**src/rtl/pong_pkg.sv**
```systemverilog
// Shared types for the ping-pong game: FSM state encoding, winner codes and
// the score defaults also used by the score display and ball datapath.
package pong_pkg;

    typedef enum logic [2:0] {
        IDLE     = 3'd0,
        SERVE    = 3'd1,
        RALLY    = 3'd2,
        POINT    = 3'd3,
        GAMEOVER = 3'd4
    } state_t;

    localparam logic [1:0] WINNER_NONE = 2'b00;
    localparam logic [1:0] WINNER_P1   = 2'b01;
    localparam logic [1:0] WINNER_P2   = 2'b10;

    localparam int DEF_WIN_SCORE = 7;
    localparam int DEF_SCORE_W   = 4;

endpackage

```
**src/rtl/pong_game_ctrl_if.sv**
```systemverilog
// Match-control bundle between the game sequencer (master) and the
// ball datapath / score display / buttons side (slave).
interface pong_game_ctrl_if
    import pong_pkg::*;
#(
    parameter int SCORE_W = DEF_SCORE_W
);
    logic               start;
    logic               miss_l;
    logic               miss_r;
    logic               tick;
    logic               serve;
    logic               serve_dir;
    logic               ball_en;
    logic [SCORE_W-1:0] sc1;
    logic [SCORE_W-1:0] sc2;
    logic [1:0]         winner;
    logic               reset_game;
    logic [2:0]         state;

    modport master (
        input  start, miss_l, miss_r,
        output tick, serve, serve_dir, ball_en, sc1, sc2, winner, reset_game, state
    );

    modport slave (
        output start, miss_l, miss_r,
        input  tick, serve, serve_dir, ball_en, sc1, sc2, winner, reset_game, state
    );

endinterface

```
**src/rtl/pong_tick_div.sv**
```systemverilog
// Frame tick divider: free-running 0..TICK_DIV-1 counter, one-cycle tick
// registered on the cycle after the counter hits its last value.
module pong_tick_div #(
    parameter int TICK_DIV = 100
) (
    input  logic sys_clock,
    input  logic reset,
    output logic tick
);

    localparam int CNT_W = $clog2(TICK_DIV);
    localparam logic [CNT_W-1:0] CNT_LAST = CNT_W'(TICK_DIV - 1);

    logic [CNT_W-1:0] cnt_q;

    always_ff @(posedge sys_clock) begin
        if (!reset) begin
            cnt_q <= '0;
            tick  <= 1'b0;
        end else begin
            tick  <= (cnt_q == CNT_LAST);
            cnt_q <= (cnt_q == CNT_LAST) ? '0 : cnt_q + 1'b1;
        end
    end

endmodule

```
**src/rtl/pong_game_ctrl.sv**
```systemverilog
// Match sequencer: IDLE/SERVE/RALLY/POINT/GAMEOVER FSM, scoring and winner detection.
// Optional build macro WIN_BY_TWO_EN: win needs a two-point lead, with deuce collapse.
module pong_game_ctrl
    import pong_pkg::*;
#(
    parameter int TICK_DIV   = 100,
    parameter int WIN_SCORE  = DEF_WIN_SCORE,
    parameter int SCORE_W    = DEF_SCORE_W,
    parameter int HOLD_TICKS = 30
) (
    input  logic             sys_clock,
    input  logic             reset,
    pong_game_ctrl_if.master bus
);

    localparam int HOLD_W = $clog2(HOLD_TICKS + 1);
    localparam logic [HOLD_W-1:0]  HOLD_LOAD = HOLD_W'(HOLD_TICKS);
    localparam logic [HOLD_W-1:0]  HOLD_LAST = HOLD_W'(1);
    localparam logic [SCORE_W-1:0] WIN_S     = SCORE_W'(WIN_SCORE);
    localparam logic [SCORE_W-1:0] WIN_M1    = SCORE_W'(WIN_SCORE - 1);

    state_t             state_q, state_d;
    logic               start_q;
    logic [SCORE_W-1:0] sc1_q, sc1_d, sc2_q, sc2_d;
    logic [1:0]         winner_q, winner_d;
    logic               dir_q, dir_d;
    logic               serve_q, serve_d;
    logic               rg_q, rg_d;
    logic [HOLD_W-1:0]  hold_q, hold_d;
    logic               tick;
    logic               start_edge;
    logic [SCORE_W-1:0] sc1_inc, sc2_inc;

    // Scores are sampled only after the POINT hold, so the winner follows the final score.
    function automatic logic [1:0] win_code(input logic [SCORE_W-1:0] a,
                                            input logic [SCORE_W-1:0] b);
        logic [SCORE_W:0] a_x, b_x;
        a_x = {1'b0, a};
        b_x = {1'b0, b};
`ifdef WIN_BY_TWO_EN
        if (a >= WIN_S && a_x >= b_x + 2'd2)
            return WINNER_P1;
        if (b >= WIN_S && b_x >= a_x + 2'd2)
            return WINNER_P2;
`else
        if (a_x == {1'b0, WIN_S})
            return WINNER_P1;
        if (b_x == {1'b0, WIN_S})
            return WINNER_P2;
`endif
        return WINNER_NONE;
    endfunction

    pong_tick_div #(.TICK_DIV(TICK_DIV)) u_tick_div (
        .sys_clock (sys_clock),
        .reset     (reset),
        .tick      (tick)
    );

    assign start_edge = bus.start & ~start_q;
    assign sc1_inc    = sc1_q + 1'b1;
    assign sc2_inc    = sc2_q + 1'b1;

    always_ff @(posedge sys_clock) begin
        if (!reset) begin
            state_q  <= IDLE;
            start_q  <= 1'b0;
            sc1_q    <= '0;
            sc2_q    <= '0;
            winner_q <= WINNER_NONE;
            dir_q    <= 1'b0;
            serve_q  <= 1'b0;
            rg_q     <= 1'b0;
            hold_q   <= '0;
        end else begin
            state_q  <= state_d;
            start_q  <= bus.start;
            sc1_q    <= sc1_d;
            sc2_q    <= sc2_d;
            winner_q <= winner_d;
            dir_q    <= dir_d;
            serve_q  <= serve_d;
            rg_q     <= rg_d;
            hold_q   <= hold_d;
        end
    end

    always_comb begin
        state_d  = state_q;
        sc1_d    = sc1_q;
        sc2_d    = sc2_q;
        winner_d = winner_q;
        dir_d    = dir_q;
        hold_d   = hold_q;
        serve_d  = 1'b0;
        rg_d     = 1'b0;
        case (state_q)
            IDLE, GAMEOVER: begin
                if (start_edge) begin
                    state_d  = SERVE;
                    sc1_d    = '0;
                    sc2_d    = '0;
                    winner_d = WINNER_NONE;
                    dir_d    = 1'b0;
                    rg_d     = 1'b1;
                end
            end
            SERVE: begin
                if (tick) begin
                    serve_d = 1'b1;
                    state_d = RALLY;
                end
            end
            RALLY: begin
                // A simultaneous double miss is a let: no score, direction kept.
                if (bus.miss_l || bus.miss_r) begin
                    state_d = POINT;
                    hold_d  = HOLD_LOAD;
                    if (bus.miss_r && !bus.miss_l) begin
                        dir_d = 1'b1;
`ifdef WIN_BY_TWO_EN
                        if (sc1_inc == WIN_S && sc2_q == WIN_S) begin
                            sc1_d = WIN_M1;
                            sc2_d = WIN_M1;
                        end else begin
                            sc1_d = sc1_inc;
                        end
`else
                        sc1_d = sc1_inc;
`endif
                    end else if (bus.miss_l && !bus.miss_r) begin
                        dir_d = 1'b0;
`ifdef WIN_BY_TWO_EN
                        if (sc2_inc == WIN_S && sc1_q == WIN_S) begin
                            sc1_d = WIN_M1;
                            sc2_d = WIN_M1;
                        end else begin
                            sc2_d = sc2_inc;
                        end
`else
                        sc2_d = sc2_inc;
`endif
                    end
                end
            end
            POINT: begin
                if (tick) begin
                    hold_d = hold_q - 1'b1;
                    if (hold_q == HOLD_LAST) begin
                        if (win_code(sc1_q, sc2_q) != WINNER_NONE) begin
                            state_d  = GAMEOVER;
                            winner_d = win_code(sc1_q, sc2_q);
                        end else begin
                            state_d = SERVE;
                        end
                    end
                end
            end
            default: state_d = IDLE;
        endcase
    end

    assign bus.tick       = tick;
    assign bus.serve      = serve_q;
    assign bus.serve_dir  = dir_q;
    assign bus.ball_en    = (state_q == RALLY);
    assign bus.sc1        = sc1_q;
    assign bus.sc2        = sc2_q;
    assign bus.winner     = winner_q;
    assign bus.reset_game = rg_q;
    assign bus.state      = state_q;

endmodule
```
**src/flat_wrapper.sv**
```systemverilog
// flat-port wrapper written by rule: the top's interface ports become plain ports
module pong_game_ctrl_flat import pong_pkg::*;
#(
    parameter int TICK_DIV   = 100,
    parameter int WIN_SCORE  = DEF_WIN_SCORE,
    parameter int SCORE_W    = DEF_SCORE_W,
    parameter int HOLD_TICKS = 30
)
  (sys_clock, reset, bus_start, bus_miss_l, bus_miss_r, bus_tick, bus_serve, bus_serve_dir, bus_ball_en, bus_sc1, bus_sc2, bus_winner, bus_reset_game, bus_state);
  pong_game_ctrl_if #(.SCORE_W(SCORE_W)) bus_i ();
  input  logic sys_clock;
  input  logic reset;
  input wire logic [$bits(bus_i.start)-1:0] bus_start;
  input wire logic [$bits(bus_i.miss_l)-1:0] bus_miss_l;
  input wire logic [$bits(bus_i.miss_r)-1:0] bus_miss_r;
  output wire logic [$bits(bus_i.tick)-1:0] bus_tick;
  output wire logic [$bits(bus_i.serve)-1:0] bus_serve;
  output wire logic [$bits(bus_i.serve_dir)-1:0] bus_serve_dir;
  output wire logic [$bits(bus_i.ball_en)-1:0] bus_ball_en;
  output wire logic [$bits(bus_i.sc1)-1:0] bus_sc1;
  output wire logic [$bits(bus_i.sc2)-1:0] bus_sc2;
  output wire logic [$bits(bus_i.winner)-1:0] bus_winner;
  output wire logic [$bits(bus_i.reset_game)-1:0] bus_reset_game;
  output wire logic [$bits(bus_i.state)-1:0] bus_state;
  assign bus_i.start = bus_start;
  assign bus_i.miss_l = bus_miss_l;
  assign bus_i.miss_r = bus_miss_r;
  assign bus_tick = bus_i.tick;
  assign bus_serve = bus_i.serve;
  assign bus_serve_dir = bus_i.serve_dir;
  assign bus_ball_en = bus_i.ball_en;
  assign bus_sc1 = bus_i.sc1;
  assign bus_sc2 = bus_i.sc2;
  assign bus_winner = bus_i.winner;
  assign bus_reset_game = bus_i.reset_game;
  assign bus_state = bus_i.state;
  pong_game_ctrl #(.TICK_DIV(TICK_DIV), .WIN_SCORE(WIN_SCORE), .SCORE_W(SCORE_W), .HOLD_TICKS(HOLD_TICKS)) u_core (.sys_clock(sys_clock), .reset(reset), .bus(bus_i));
endmodule
```
**config.mk**
```make
export PLATFORM = sky130hd
export DESIGN_NAME = pong_game_ctrl_flat
export DESIGN_NICKNAME = d
export VERILOG_FILES = /design/src/rtl/pong_pkg.sv /design/src/rtl/pong_game_ctrl_if.sv /design/src/rtl/pong_tick_div.sv /design/src/rtl/pong_game_ctrl.sv /design/src/flat_wrapper.sv
export SDC_FILE = /design/constraint.sdc
export NUM_CORES = 1
export LEC_CHECK = 0
export ABC_AREA = 1
export ABC_CLOCK_PERIOD_IN_PS = 2900
export CAP_MARGIN = 5
export CORE_ASPECT_RATIO = 0.6
export CORE_MARGIN = 1.5
export CORE_UTILIZATION = 55
export DETAILED_ROUTE_END_ITERATION = 10
export GPL_TIMING_DRIVEN = 0
export MAX_ROUTING_LAYER = met4
export PLACE_DENSITY_LB_ADDON = 0.12
export SYNTH_ARGS = -nofsm -noshare
export SYNTH_HDL_FRONTEND = slang
export SYNTH_SLANG_ARGS = --single-unit
```
**constraint.sdc**
```tcl
create_clock -name sys_clock -period 2.9 [get_ports sys_clock]
set_clock_uncertainty 0.2 [all_clocks]
set_input_delay 0.87 -clock sys_clock [delete_from_list [all_inputs] [get_ports sys_clock]]
set_output_delay 0.87 -clock sys_clock [all_outputs]
set_load 0.1 [all_outputs]
```
==> impl_metrics.ini <==
[global_routing]
grt_overflow_total = 0
grt_max_degree = 11
grt_pass1_wl_mm = 5.59
grt.total_usage_pct = 24.7
grt_pass1_vias = 1216
antenna_found_initial = 0

[floorplanning]
core.rowCount = 14
core-area_mm2 = 0.00265
die_w_um = 73.0
die_area_mm2 = 0.00328
io_pins = 23
die_h_um = 45.0
start_util_pct = 61.1

[synth]
ys.flop_type = dfxtp_1
yosysSeqAreaShare_pct = 37.2
postSynthCellCount = 224
synthArstFlopShare_pct = 0
syn_nets = 237
yosys_warnings = 0
ys_types = 26
netlist_area_mm2 = 0.00162
synth_edf_count = 0
syn-mean-instance-area_um2 = 7.21
ys_seq_elements = 30

[run_status]
status = complete, no violations

[cells_and_area]
layout_commonest_cell = nand2_1
syn2layout_area_growth_pct = 23.3
drive_gt1_share_pct = 11.4
antenna_cells = 0
fin_cells = 294
nNetsFinal = 266
n_fill_cell = 213
final_cell_mix = nand2_1, nor2_1, dfxtp_1

[setup_path]
critPathLaunchType = flop
critical_path_required_ns = 1.83
arrival_ns = 1.75
rrSetupSlack_ns = 1.21
critPathMaxFanout = 7
reg2reg_from = u_core.bus.state[2]
cp-startpoint = u_core.bus.state[2]
rr_worst_depth = 7
r2r_end = u_core.hold_q[2]
critPathKind = reg2out
cp-end-kind = primary output
crit_path_end = bus_ball_en

[clock_tree]
h-tree-depth = 2
clock_latency_ns = 0.29
cts_tree = yes
clockBufferDepth = 2
cts_root_buf = clkbuf_8
cts-buffers-inserted = 5
cts_hold_buf = 0
path_clk_slew_ns = 0.07
cts.sinks = 30

[route]
drt_iter0_drc = 127
drc = 0
drt_pass1_iterations = 4
wirelength_mm = 3.47
vias = 1491
drtAntennaViolNets = 0
vias_per_cell = 5.07
avgRoutedWirePerCell_um = 11.8

[place]
gp_congestion = 0.890
dp_cells = 286
dp.final_hpwl_mm = 2.62
io_buffers = 22

[sta]
slew_viol_final = 0
period_share_pct = 97.3
rsz0062_at_grt = no
max_freq_mhz = 354
relSlewSlack_pct = 35.5
min_period_ns = 2.82
finalSetupViolCount = 0
worst_pin_slew_ns = 0.965
hold_viol = 0

[pwr]
powerDensity_mw_per_mm2 = 936
p_total_mw = 1.86
swShare_pct = 48.4
clockPowerShare_pct = 22.5
seqPwrFrac_pct = 28.6
combinationalPowerShare_pct = 48.8
p_int_uw = 962
p_leak_nw = 0.939
p_switching_uw = 902
peakVddDrop_mv = 0.492

[run]
drv_cap = 0

[worst_hold_path]
hp-class = reg2reg
## cell type report
class	instances	area (µm²)	area share (%)
Buffer	3	22.5	1.13
Clock buffer	5	68.8	3.45
Clock inverter	3	40.0	2.01
Inverter	26	97.6	4.90
Multi-Input combinational cell	165	895	44.9
Sequential cell	30	602	30.2
Tap cell	40	50.0	2.51
Timing Repair Buffer	22	216	10.9
## worst min path at each step
| stage | depth (start not counted) | start | end | slack, ns |
|---|---|---|---|---|
| after CTS | 1 | u_core.u_tick_div.cnt_q[0] | u_core.u_tick_div.cnt_q[0] | 0.26 |
| after floorplan | 1 | u_core.u_tick_div.cnt_q[0] | u_core.u_tick_div.cnt_q[0] | 0.22 |
| after global placement | 1 | u_core.u_tick_div.cnt_q[0] | u_core.u_tick_div.cnt_q[0] | 0.23 |
| final | 1 | u_core.u_tick_div.cnt_q[0] | u_core.u_tick_div.cnt_q[0] | 0.25 |
| after global routing | 1 | u_core.u_tick_div.cnt_q[0] | u_core.u_tick_div.cnt_q[0] | 0.27 |
| after detailed placement | 1 | u_core.u_tick_div.cnt_q[0] | u_core.u_tick_div.cnt_q[0] | 0.24 |
## kinds of logic (layout without fill, tap and decap cells)
logic type / count (synthesis) / count (layout) / share of synthesized area [%]
compound gates: 23 / 23 / 8.06
xor+xnor: 4 / 4 / 2.17
fa+ha+maj: 8 / 8 / 6.20
buf+inv: 29 / 59 / 7.44
flops: 30 / 30 / 37.2
simple gates: 130 / 130 / 39.0
## registers in the layout, summed over array words and instances, names as in the netlist
| name | flops |
|---|---|
| u_core.u_tick_div.cnt_q | 7 |
| u_core.bus.reset_game | 1 |
| u_core.bus.sc2 | 4 |
| u_core.hold_q | 5 |
| u_core.bus.serve | 1 |
| u_core.bus.sc1 | 4 |
| u_core.start_q | 1 |
| u_core.u_tick_div.tick | 1 |
| u_core.bus.serve_dir | 1 |
| u_core.bus.state | 3 |
| u_core.bus.winner | 2 |
## power by group through the flow
stage	sequential, mW	combinational [mW]	clock [mW]
floorplan	0.800	0.478	0
global placement	0.542	0.911	0
detailed placement	0.543	0.921	0
CTS	0.534	0.910	0.424
global route	0.544	0.980	0.441
finish	0.534	0.910	0.420
## stage by stage
| step | worst slack (ns) | setup TNS [ns] | cell area [µm²] | utilization, % | hold slack (ns) |
|---|---|---|---|---|---|
| floorplan | 0.180 | 0 | 1620 | - | 0.218 |
| global placement | -0.164 | -0.164 | 1890 | 71.3 | 0.231 |
| detailed placement | -0.196 | -0.196 | 1890 | 71.3 | 0.243 |
| CTS | 0.000995 | 0 | 1980 | 75.0 | 0.259 |
| global route | 0.0128 | 0 | 1990 | 75.3 | 0.267 |
| finish | 0.0786 | 0 | 1990 | 75.3 | 0.254 |
## metal layers
metal / up-vias / part of all wire, % / wire (µm) / GRT usage (%)
met1: 643 / 51 / 1770 / 34.7
li1: 785 / - / - / -
met4: 0 / 2.0 / 70 / 12.5
met5: - / 0 / 0 / -
met2: 54 / 38 / 1330 / 31.9
met3: 9 / 8.7 / 302 / 6.92
## cell usage after synthesis (all sizes together) (2+ instances only)
master | n | area share (%)
nand2 | 56 | 14
nor2 | 35 | 9.8
dfxtp | 30 | 37
inv | 26 | 6.0
nand3 | 25 | 9.6
a21oi | 18 | 6.3
ha | 8 | 6.2
nand4 | 5 | 1.9
xor2 | 4 | 2.2
nor3 | 3 | 1.2
nor3b | 3 | 1.4
o21ai | 3 | 0.93
or2 | 3 | 1.2
clkbuf | 2 | 0.46
## critical path, cell delays in order, from the launching register on
cell and delay [ns]:
dfxtp_1 0.38, inv_1 0.17, nand2_1 0.11, nor2_4 0.21, clkdlybuf4s15_2 0.59
## timing repair
item,CTS,global route
setup endpoints to repair,11,3
gates resized for setup,13,3
setup buffers,0,0
Power figures use the tool's default switching activity.
